File: config.mk
export PLATFORM = sky130hd
export DESIGN_NAME = compare_iter_nb
export DESIGN_NICKNAME = d
export VERILOG_FILES = /design/src/rtl/compare_iter_nb.sv
export SDC_FILE = /design/constraint.sdc
export NUM_CORES = 1
export LEC_CHECK = 0
export BUFFER_PORTS_ARGS = -buffer_cell sky130_fd_sc_hd__buf_2
export CAP_MARGIN = 5
export CORE_ASPECT_RATIO = 1.2
export CORE_MARGIN = 1.5
export CORE_UTILIZATION = 45
export CTS_CLUSTER_SIZE = 28
export DETAILED_ROUTE_END_ITERATION = 16
export PLACE_DENSITY = 0.68
export RECOVER_POWER = 50
export REMOVE_ABC_BUFFERS = 1
export SKIP_LAST_GASP = 1
export SLEW_MARGIN = 20
export SYNTH_ARGS = -nofsm -noshare
export SYNTH_HDL_FRONTEND = slang
export SYNTH_SLANG_ARGS = --single-unit
File: constraint.sdc
create_clock -name clk_i -period 4.5 [get_ports clk_i]
set_input_delay 0.675 -clock clk_i [delete_from_list [all_inputs] [get_ports clk_i]]
set_output_delay 0.675 -clock clk_i [all_outputs]
set_load 0.01 [all_outputs]
File: src/rtl/compare_iter_nb.sv
// Iterative signed/unsigned comparator that scans W bits per cycle from the MSB chunk
// and exits at the first differing chunk; result returned as a zero-extended SLT/SGE bit.
module compare_iter_nb #(
    parameter int unsigned N = 32,
    parameter int unsigned W = 8
) (
    input  logic         clk_i,
    input  logic         rstn_i,
    input  logic         in_valid_i,
    output logic         in_ready_o,
    input  logic [N-1:0] a_i,
    input  logic [N-1:0] b_i,
    input  logic [1:0]   op_i,
    output logic         out_valid_o,
    input  logic         out_ready_i,
    output logic [N-1:0] res_o
);

    localparam int unsigned NC = N / W;
    localparam int unsigned CW = (NC > 1) ? $clog2(NC) : 1;

    typedef enum logic [1:0] {
        IDLE,
        SCAN,
        DONE
    } state_t;

    state_t        state_q, state_d;
    logic [N-1:0]  a_q, b_q;
    logic [N-1:0]  a_cap, b_cap;
    logic          inv_q;
    logic [CW-1:0] cnt_q;
    logic          res_bit_q;
    logic          accept, finish, lt_d;
    logic [W-1:0]  a_top, b_top;

    // Operands shift left each SCAN cycle, so the chunk under test is always the top one.
    assign a_top = a_q[N-1 -: W];
    assign b_top = b_q[N-1 -: W];

    always_comb begin
        a_cap = a_i;
        b_cap = b_i;
        // Offset-binary bias turns the signed order into the unsigned one.
        if (!op_i[0]) begin
            a_cap[N-1] = ~a_i[N-1];
            b_cap[N-1] = ~b_i[N-1];
        end
    end

    always_ff @(posedge clk_i) begin
        if (!rstn_i) begin
            state_q <= IDLE;
        end else begin
            state_q <= state_d;
        end
    end

    always_comb begin
        state_d     = state_q;
        in_ready_o  = 1'b0;
        out_valid_o = 1'b0;
        accept      = 1'b0;
        finish      = 1'b0;
        lt_d        = 1'b0;
        case (state_q)
            IDLE: begin
                in_ready_o = 1'b1;
                if (in_valid_i) begin
                    accept  = 1'b1;
                    state_d = SCAN;
                end
            end
            SCAN: begin
                if (a_top != b_top) begin
                    finish = 1'b1;
                    lt_d   = (a_top < b_top);
                end else if (cnt_q == '0) begin
                    finish = 1'b1;
                end
                if (finish) begin
                    state_d = DONE;
                end
            end
            DONE: begin
                out_valid_o = 1'b1;
                if (out_ready_i) begin
                    state_d = IDLE;
                end
            end
            default: state_d = IDLE;
        endcase
    end

    always_ff @(posedge clk_i) begin
        if (!rstn_i) begin
            a_q       <= '0;
            b_q       <= '0;
            inv_q     <= 1'b0;
            cnt_q     <= '0;
            res_bit_q <= 1'b0;
        end else if (accept) begin
            a_q   <= a_cap;
            b_q   <= b_cap;
            inv_q <= op_i[1];
            cnt_q <= CW'(NC - 1);
        end else if (state_q == SCAN) begin
            if (finish) begin
                res_bit_q <= lt_d ^ inv_q;
            end else begin
                a_q   <= a_q << W;
                b_q   <= b_q << W;
                cnt_q <= cnt_q - CW'(1);
            end
        end
    end

    assign res_o = {{(N-1){1'b0}}, res_bit_q};

endmodule

## Word-level counts from Yosys, hierarchy flattened

Cells that the tools add are included.

| cells by class | value |
|---|---|
| add/subtract/negate cells | 1 |
| order comparisons | 1 |
| equality and inequality tests | 7 |
| muxes and demuxes | 25 |
| bitwise gates (word level) | 4 |
| reductions and logical operators | 6 |

Operators by type and width:

| kind | number |
|---|---|
| $mux 32 | 6 |
| $mux 1 | 12 |
| $mux 2 | 6 |
| $lt 8x8->1 | 1 |
| $ne 2x2->1 const B | 4 |
| $ne 8x8->1 | 1 |
| $pmux 2 s3 | 1 |
| $reduce_and 3->1 | 2 |
| $logic_not 2->1 | 2 |
| $not 1->1 | 3 |
| $eq 2x1->1 const B | 1 |
| $eq 2x2->1 const B | 1 |
| $reduce_and 2->1 | 1 |
| $reduce_bool 2->1 | 1 |
| $sub 2x1->2 const B | 1 |
| $xor 1x1->1 | 1 |

| storage, ports and cells | value |
|---|---|
| flip-flop bits (word level) | 70 |
| output and inout bits | 34 |

## Longest topological paths before layout

Gate-level depths: netlist of run 1.

| logic depth | value |
|---|---|
| depth after elaboration | 8 |
| gate-level depth with buffers | 9 |
| depth with buffers taken out | 7 |

## Least setup slack after synthesis of run 1

Ideal clock, no wire load.

| timing | value |
|---|---|
| path type | reg2reg |
| start | register a_q[24] |
| end | register b_q[10] |
| library setup time | 0.122 ns |
| arrival | 1.485 ns |
| data required time | 4.378 ns |
| slack | 2.893 ns |
| stages on the path, launching flop included | 9 |
| path buffers | 2 |
| cells stage by stage | dfxtp_1 -> inv_1 -> ha_1 -> and4b_1 -> nand4_2 -> buf_6 -> buf_8 -> mux2i_1 -> a21oi_1 |

| between the ends | value |
|---|---|
| cells in the longest elaborated chain, start to end | 6 |

RTL lines:

| what | RTL line | source |
|---|---|---|
| from (decl) | 29 | `logic [N-1:0] a_q, b_q;` |
| from (signal assigned) | 103 | `a_q <= a_cap;` |
| from (signal assigned) | 111 | `a_q <= a_q << W;` |
| $ne 8x8->1 | 75 | `if (a_top != b_top) begin` |
| $mux 1 | 75 |  |
| $mux 1 (2 in a row) | 66 | `case (state_q)` |
| $ne 2x2->1 (no line) | - |  |
| $reduce_and 2->1 (no line) | - |  |
| to (signal assigned) | 104 | `b_q <= b_cap;` |
| to (signal assigned) | 112 | `b_q <= b_q << W;` |
| to (decl) | 29 |  |

Every way passes these cells. The select of a mux whose other input is x is not followed.
A chain may end at the register's enable or synchronous reset.

## Worst setup path in the final report of run 1

| timing | value |
|---|---|
| start | register b_q[30] |
| end | register a_q[28] |

| between the ends | value |
|---|---|
| cells in the longest elaborated chain, start to end | 6 |

RTL lines:

| what | RTL line |
|---|---|
| $ne 8x8->1 | 75 |
| $mux 1 | 75 |
| $mux 1 (2 in a row) | 66 |
| $ne 2x2->1 (no line) | - |
| $reduce_and 2->1 (no line) | - |

Every way passes these cells. The select of a mux whose other input is x is not followed.

==> qor.yml, run 1 <==
setup_path:
  cpLargestDelayFamily: "simple AND/OR/NAND/NOR gates"
  cp.arrival_ns: 2.70
  path_buf_inv: 2
  start_kind: "flop"
  slowest_delay_ns: 0.53
  worstPathCellList: "inv_1, ha_1, and4_1, nand4_4, buf_4, mux2i_1, a21oi_1"
  crit_fanout: 35
  path_class: "flop to flop"
  cpMaxStageDelayCell: "nand4_4"
  critPathRequiredTime_ns: 4.68
  end_kind: "flop"
synthesis:
  synth-main-ff-cell: "dfxtp_1"
  avgSynthCellArea_um2: 9.07
  seq_area_frac_synth: 0.405
  synth_area_um2: 3460
  postSynth.asyncResetShare: 0
  synth_edf_count: 0
  ys_ff_latch: 70
  syn_inst: 382
  synth_warnings: 0
  ys_types: 37
power:
  ir_worst_vdd_mv: 0.192
  internal_power_w: 0.00102
  p_switching_w: 0.000369
  combinationalPowerShare: 0.160
  share_seq_of_total_power: 0.509
  p_clk_frac: 0.331
  leakagePower_nw: 1.89
  power_density_nw_per_um2: 368
  sw_frac_of_total: 0.266
routing:
  via_count: 2629
  drt_iter0_drc: 119
  wl_um: 6620
  firstDrtPassIters: 4
  final_antenna_net_count: 0
  wl_per_cell_um: 12.5
  vias_per_cell: 4.96
  drc: 0
sta:
  fmax_mhz: 396
  post-route-min-period_ns: 2.53
  finalSetupViolCount: 0
  holdWs_ns: 0.455
  fin_crit_sh: 0.561
  rsz0062_at_grt: "false"
  worst_clock_skew_ns: 0.00384
  finalSetupTns_ns: 0
  slew_headroom: 0.342
  max_slew.worst_pin.slew_ns: 0.987
  finalHoldViolations: 0
  slew_viol_final: 0
final_layout:
  final_layout_size_suffix_gt1_frac: 0.198
  final_nets: 516
  multi_input_comb_area_um2: 1680
  regArea_um2: 1400
  fillCellCount: 748
  antenna_cells: 0
  syn_to_final_growth_pct: 9.03
clocking:
  ctsHoldBuffers: 0
  cts_tree: "done"
  cts_buffer_depth: 2
  post_cts_buffers: 0
  clkSlewWorstSetupHoldPaths_ns: 0.06
  cts_root_buffer: "clkbuf_8"
  clock_latency_ns: 0.34
  h-tree-depth: 3
  cts_inserted_buffers: 9
  postCtsResizedCells: 0
  cts_sinks: 70
floorplanning:
  die_h_um: 99.1
  core-area_um2: 7360
  initial_utilization: 0.471
  die-area_um2: 8230
  io_pins: 104
  die_w_um: 83.1
  rows: 34
grt:
  grt_pass1_wl_um: 10700
  antenna_found_initial: 0
  grtUsageTotal: 0.159
  grt_overflow: 0
  grt_max_degree: 115
  grt_pass1_vias: 2449
place:
  hpwl_um: 4420
  io_buffers: 72
  place.gp.congestion: 0.722
job:
  maxCapViolations: 0
run_status:
  outcome: "finished, final reports clean"
min_path:
  hold_class: "flop to flop"
-- state kept, by name, indices dropped and copies added, names as in the netlist --
name       count
a_q           32
res_bit_q      1
cnt_q          2
inv_q          1
state_q        2
b_q           32
-- cells in the mapped netlist (2+ instances only) --
cell type  instances  area [µm²]
a21oi_1           67         335
a21oi_2            2        17.5
buf_12             4        80.1
buf_2              6        30.0
buf_4             36         270
buf_6              2        22.5
clkbuf_1          10        37.5
dfxtp_1           70        1400
ha_1               9         113
inv_1             11        41.3
mux2i_1           47         470
nand2_1           24        90.1
nand3_1           14        70.1
nor2_1             3        11.3
nor2b_1            4        25.0
o21ai_0           50         250
xnor2_1            3        26.3
-- cell usage in the layout (no fill, tap or decap), drive strengths merged --
cell type / Yosys / routed
a211oi: 1 / 1
a21boi: 1 / 1
a21oi: 69 / 69
a221oi: 1 / 1
a311oi: 1 / 1
a32oi: 1 / 1
and2: 1 / 1
and3: 1 / 1
and4: 1 / 1
and4b: 1 / 1
buf: 49 / 70
bufinv: 0 / 1
clkbuf: 10 / 15
clkinv: 1 / 2
conb: 1 / 31
dfxtp: 70 / 70
ha: 9 / 9
inv: 11 / 11
mux2i: 47 / 47
nand2: 24 / 24
nand2b: 1 / 1
nand3: 14 / 14
nand3b: 1 / 1
nand4: 1 / 1
nor2: 4 / 4
nor2b: 5 / 5
nor3: 1 / 1
o21ai: 51 / 51
o21bai: 1 / 1
xnor2: 3 / 3
-- area by class of cell --
type                    count  share of cell area
clock buffers              12              0.0358
clock inverters             2             0.00928
inverters                  12              0.0119
multi-input cells         271               0.446
flip-flops and latches     70               0.371
well taps                  90              0.0298
repair buffers             73              0.0964
-- power by group through the flow --
| stage | logic, W | clock network [W] | registers, W |
|---|---|---|---|
| floorplan | 0.000156 | 0 | 0.000712 |
| global placement | 0.000221 | 0 | 0.000719 |
| detailed placement | 0.000226 | 0 | 0.000721 |
| CTS | 0.000228 | 0.000475 | 0.000707 |
| global route | 0.000253 | 0.000499 | 0.000713 |
| finish | 0.000222 | 0.000460 | 0.000707 |
-- per-layer routing --
layer / vias up / share of wire / GRT usage
met1: 1177 / 0.45 / 0.183
met2: 60 / 0.49 / 0.276
met4: 0 / 0.013 / 0.0679
met3: 10 / 0.047 / 0.0465
met5: - / 0 / 0
li1: 1382 / - / -
-- metrics by stage --
step                area [µm²]  power [W]  instances  worst slack [ns]  utilization
global placement          3620   0.000939        516              2.03        0.491
global route              3780    0.00147        530              1.78        0.513
detailed placement        3620   0.000947        516              2.00        0.491
floorplan                 3120   0.000868        353              1.37            -
CTS                       3790    0.00141        530              1.99        0.515
finish                    3780    0.00139        530              1.97        0.513
-- kinds of logic after synthesis --
group,Yosys count,share of synthesized area
other cells,1,0.00108
buf+inv,71,0.145
xor+xnor,3,0.00759
fa+ha+maj,9,0.0325
flops,70,0.405
simple gates,55,0.0827
mux,47,0.136
compound gates,126,0.191
-- worst register-to-register path: cells and delay by family (launching register included) --
kind | cells | cell delay (ns)
buf+inv | 2 | 0.59
compound gates | 1 | 0.09
fa+ha+maj | 1 | 0.32
flops | 1 | 0.33
mux | 1 | 0.22
simple gates | 2 | 0.83
-- path summary, 6_finish.rpt --
kind	start	to	slack, ns	cells past startpoint
min	b_q[1]$_SDFFE_PN0P_	b_q[1]$_SDFFE_PN0P_	0.45	2
max reg2reg	b_q[30]$_SDFFE_PN0P_	a_q[28]$_SDFFE_PN0P_	1.97	7
max	b_q[30]$_SDFFE_PN0P_	a_q[28]$_SDFFE_PN0P_	1.97	7
min reg2reg	b_q[1]$_SDFFE_PN0P_	b_q[1]$_SDFFE_PN0P_	0.45	2
No activity file was read; power rests on OpenSTA's default activity.
==> run 2, diff against run 1 <==
--- a/config.mk
+++ b/config.mk
@@ -5,6 +5,7 @@
 export SDC_FILE = /design/constraint.sdc
 export NUM_CORES = 1
 export LEC_CHECK = 0
+export ABC_AREA = 1
 export BUFFER_PORTS_ARGS = -buffer_cell sky130_fd_sc_hd__buf_2
 export CAP_MARGIN = 5
 export CORE_ASPECT_RATIO = 1.2
==> constraint.sdc (replaced) <==
create_clock -name clk_i -period 2.48 [get_ports clk_i]
set_input_delay 0.372 -clock clk_i [delete_from_list [all_inputs] [get_ports clk_i]]
set_output_delay 0.372 -clock clk_i [all_outputs]
set_load 0.01 [all_outputs]
==> run 2 against run 1 <==
Non-clock buffer count is 4 higher; power is 90% higher; first-iteration DRC count is 15% higher; die area is 3.4% higher; clock power is 73% higher; clock-buffer cell count is 2 higher; worst hold slack worse by 0.18 ns; via count is 20% higher; wire length is 7.0% higher; critical path type unchanged; highest routed layer unchanged.
==> qor.yml, run 2 <==
floorplanning:
  io_pins: 104  # unchanged
  initial_utilization: 0.465  # -0.00565
  die-area_um2: 8510  # +3.4%
  die_w_um: 84.5  # +1.7%
  core-area_um2: 7710  # +4.7%
  die_h_um: 101  # +1.7%
  rows: 35  # +2.9%
power:
  leakagePower_nw: 2.04  # +7.9%
  total_power_w: 0.00263  # +90%
  power_density_nw_per_um2: 666  # +81%
  ir_worst_vdd_mv: 0.310  # +61%
routing:
  drt_iter0_drc: 137  # +15%
  via_count: 3167  # +20%
  firstDrtPassIters: 4  # unchanged
  drc: 0  # unchanged
  wl_um: 7080  # +7.0%
  vias_per_cell: 4.64  # -6.4%
  wl_per_cell_um: 10.4  # -17%
  final_antenna_net_count: 0  # unchanged
run_status:
  outcome: "finished, final reports clean"
setup_path:
  end_kind: "flop"
  reg2reg_to: "b_q[31]$_SDFFE_PN0P_"
  cp.arrival_ns: 2.42  # -0.28 ns
  path_class: "flop to flop"
  r2r-start: "state_q[0]$_SDFFE_PN0P_"
  start_kind: "flop"
  reg2regPathDepth: 6  # -1
  crit_fanout: 32  # -8.6%
  critPathRequiredTime_ns: 2.71  # -1.97 ns
  r2r_setup_slack_ns: 0.29  # -1.68 ns
sta:
  finalSetupViolCount: 0  # unchanged
  slew_viol_final: 0  # unchanged
  rsz0062_at_grt: "false"
  worst_clock_skew_ns: 0.00753  # +0.00369 ns
  fmax_mhz: 457  # +15%
  post-route-min-period_ns: 2.19  # -0.335 ns
  max_slew.worst_pin.slew_ns: 1.37  # +0.386 ns
  finalHoldViolations: 0  # unchanged
  slew_headroom: 0.0848  # -0.257
  finalSetupTns_ns: 0  # unchanged
  fin_crit_sh: 0.883  # +0.322
final_layout:
  syn_to_final_growth_pct: 10.2
  largest_registers: "a_q (32), b_q (32)"
  final_cells: 682  # +29%
  final_nets: 665  # +29%
  final_layout_size_suffix_gt1_frac: 0.159  # -0.0384
  final_common_cell: "nand2_1"
  antenna_cells: 0  # unchanged
  post-route-util: 0.512  # -0.000753
  final_cell_mix: "167 x nand2_1, 108 x nor2_1, 70 x dfxtp_1"
min_path:
  hold_class: "primary input to flop"
  holdPathEnd: "a_q[7]$_SDFFE_PN0P_"
  hold_start: "a_i[7]"
  min_path_cells: 3  # +1
clocking:
  cts_sinks: 70  # unchanged
  cts_root_buffer: "clkbuf_8"
  clock_latency_ns: 0.34  # about the same
  h-tree-depth: 3  # unchanged
  cts_inserted_buffers: 9  # unchanged
  cts_buffer_depth: 2  # unchanged
  clkSlewWorstSetupHoldPaths_ns: 0.07  # about the same
  cts_tree: "done"
synthesis:
  avgSynthCellArea_um2: 6.75  # -26%
  yosysTopAreaCell: "dfxtp_1"
  postSynth.asyncResetShare: 0  # unchanged
  ys_types: 23  # -38%
  synth_warnings: 0  # unchanged
  synth-main-ff-cell: "dfxtp_1"
  yosysMostFrequentCell: "nand2_1"
  synth_area_um2: 3580  # +3.5%
  synth_edf_count: 0  # unchanged
  seq_area_frac_synth: 0.391  # -0.0136
  yosysTopAreaCellShare: 0.391  # -0.0136
  ys_top_cells_by_count: "166 x nand2_1, 106 x nor2_1, 70 x dfxtp_1"
  ys_ff_latch: 70  # unchanged
  synthTopCellsByArea: "dfxtp_1 39%, nand2_1 17%, nor2_1 11%"
  syn_inst: 531  # +39%
grt:
  grt_pass1_vias: 2890  # +18%
  grtUsageTotal: 0.174  # +0.0147
  antenna_found_initial: 0  # unchanged
  grt_overflow: 0  # unchanged
  grt_pass1_wl_um: 12000  # +13%
  grt_max_degree: 59  # -49%
place:
  place.gp.congestion: 0.738  # +2.1%
  dp_cells: 667  # +29%
  hpwl_um: 4720  # +6.9%
  io_buffers: 72  # unchanged
job:
  maxCapViolations: 0  # unchanged
run 2: cell type report:
cell class	instances	area (µm²)
clock buffers	14	163
well taps	92	115
clock inverters	1	5.00
multi-input cells	406	1780
inverters	22	85.1
flip-flops and latches	70	1400
fillers	813	3760
repair buffers	77	403
run 2: how the worst max path moves through the flow:
stage                             from                   end  slack, ns  cells past startpoint
2_1_floorplan  state_q[1]$_SDFFE_PN0P_  b_q[10]$_SDFFE_PN0P_       0.33                      6
3_3_place_gp      b_q[31]$_SDFFE_PN0P_   b_q[6]$_SDFFE_PN0P_       0.27                     11
3_5_place_dp      b_q[31]$_SDFFE_PN0P_   a_q[0]$_SDFFE_PN0P_       0.20                     11
4_1_cts           b_q[31]$_SDFFE_PN0P_   a_q[0]$_SDFFE_PN0P_       0.19                     11
5_1_grt           b_q[31]$_SDFFE_PN0P_  b_q[13]$_SDFFE_PN0P_       0.09                     11
6_report       state_q[0]$_SDFFE_PN0P_  b_q[31]$_SDFFE_PN0P_       0.29                      6
run 2: metrics by stage:
step	instance area (µm²)	setup WS (ns)	hold WS [ns]
global placement	3800	0.272	0.447
CTS	3970	0.192	0.265
floorplan	3280	0.326	0.441
detailed placement	3800	0.202	0.454
global route	3950	0.0938	0.268
finish	3950	0.290	0.279
run 2: cells by family after synthesis:
group	after synthesis	share of synthesized area
simple gates	286	0.315
xor+xnor	2	0.00489
other cells	1	0.00105
fa+ha+maj	9	0.0314
flops	70	0.391
compound gates	78	0.117
buf+inv	85	0.140
run 2: repair_timing:
| action | 4_1_cts | 5_1_grt |
|---|---|---|
| endpoints found under the setup margin | 0 | 12 |
| setup buffers | 0 | 0 |
| resized for setup | 0 | 2 |
| hold buffers | 0 | 0 |
run 2: power breakdown:
part	leakage [nW]	switching [W]	total (W)	internal (W)
sequential	0.578	0.0000485	0.00128	0.00124
clock	0.0865	0.000384	0.000796	0.000412
combinational	1.37	0.000345	0.000551	0.000206
total	2.04	0.000778	0.00263	0.00185
run 2: worst max-delay path, cell delays in order, from the launching register on:
cell	delay [ns]
dfxtp_1	0.35
nor2_1	0.06
nand2_1	0.17
clkbuf_1	1.03
o21ai_0	0.25
nor2_1	0.16
nor2_1	0.06
run 2: layer usage:
layer,GRT usage,vias to the layer above,routed length (µm),share of wire
met5,0,-,0,0
met4,0.0757,0,145,0.020
met3,0.0369,13,302,0.043
met2,0.318,74,3420,0.48
met1,0.194,1384,3210,0.45
li1,-,1696,-,-
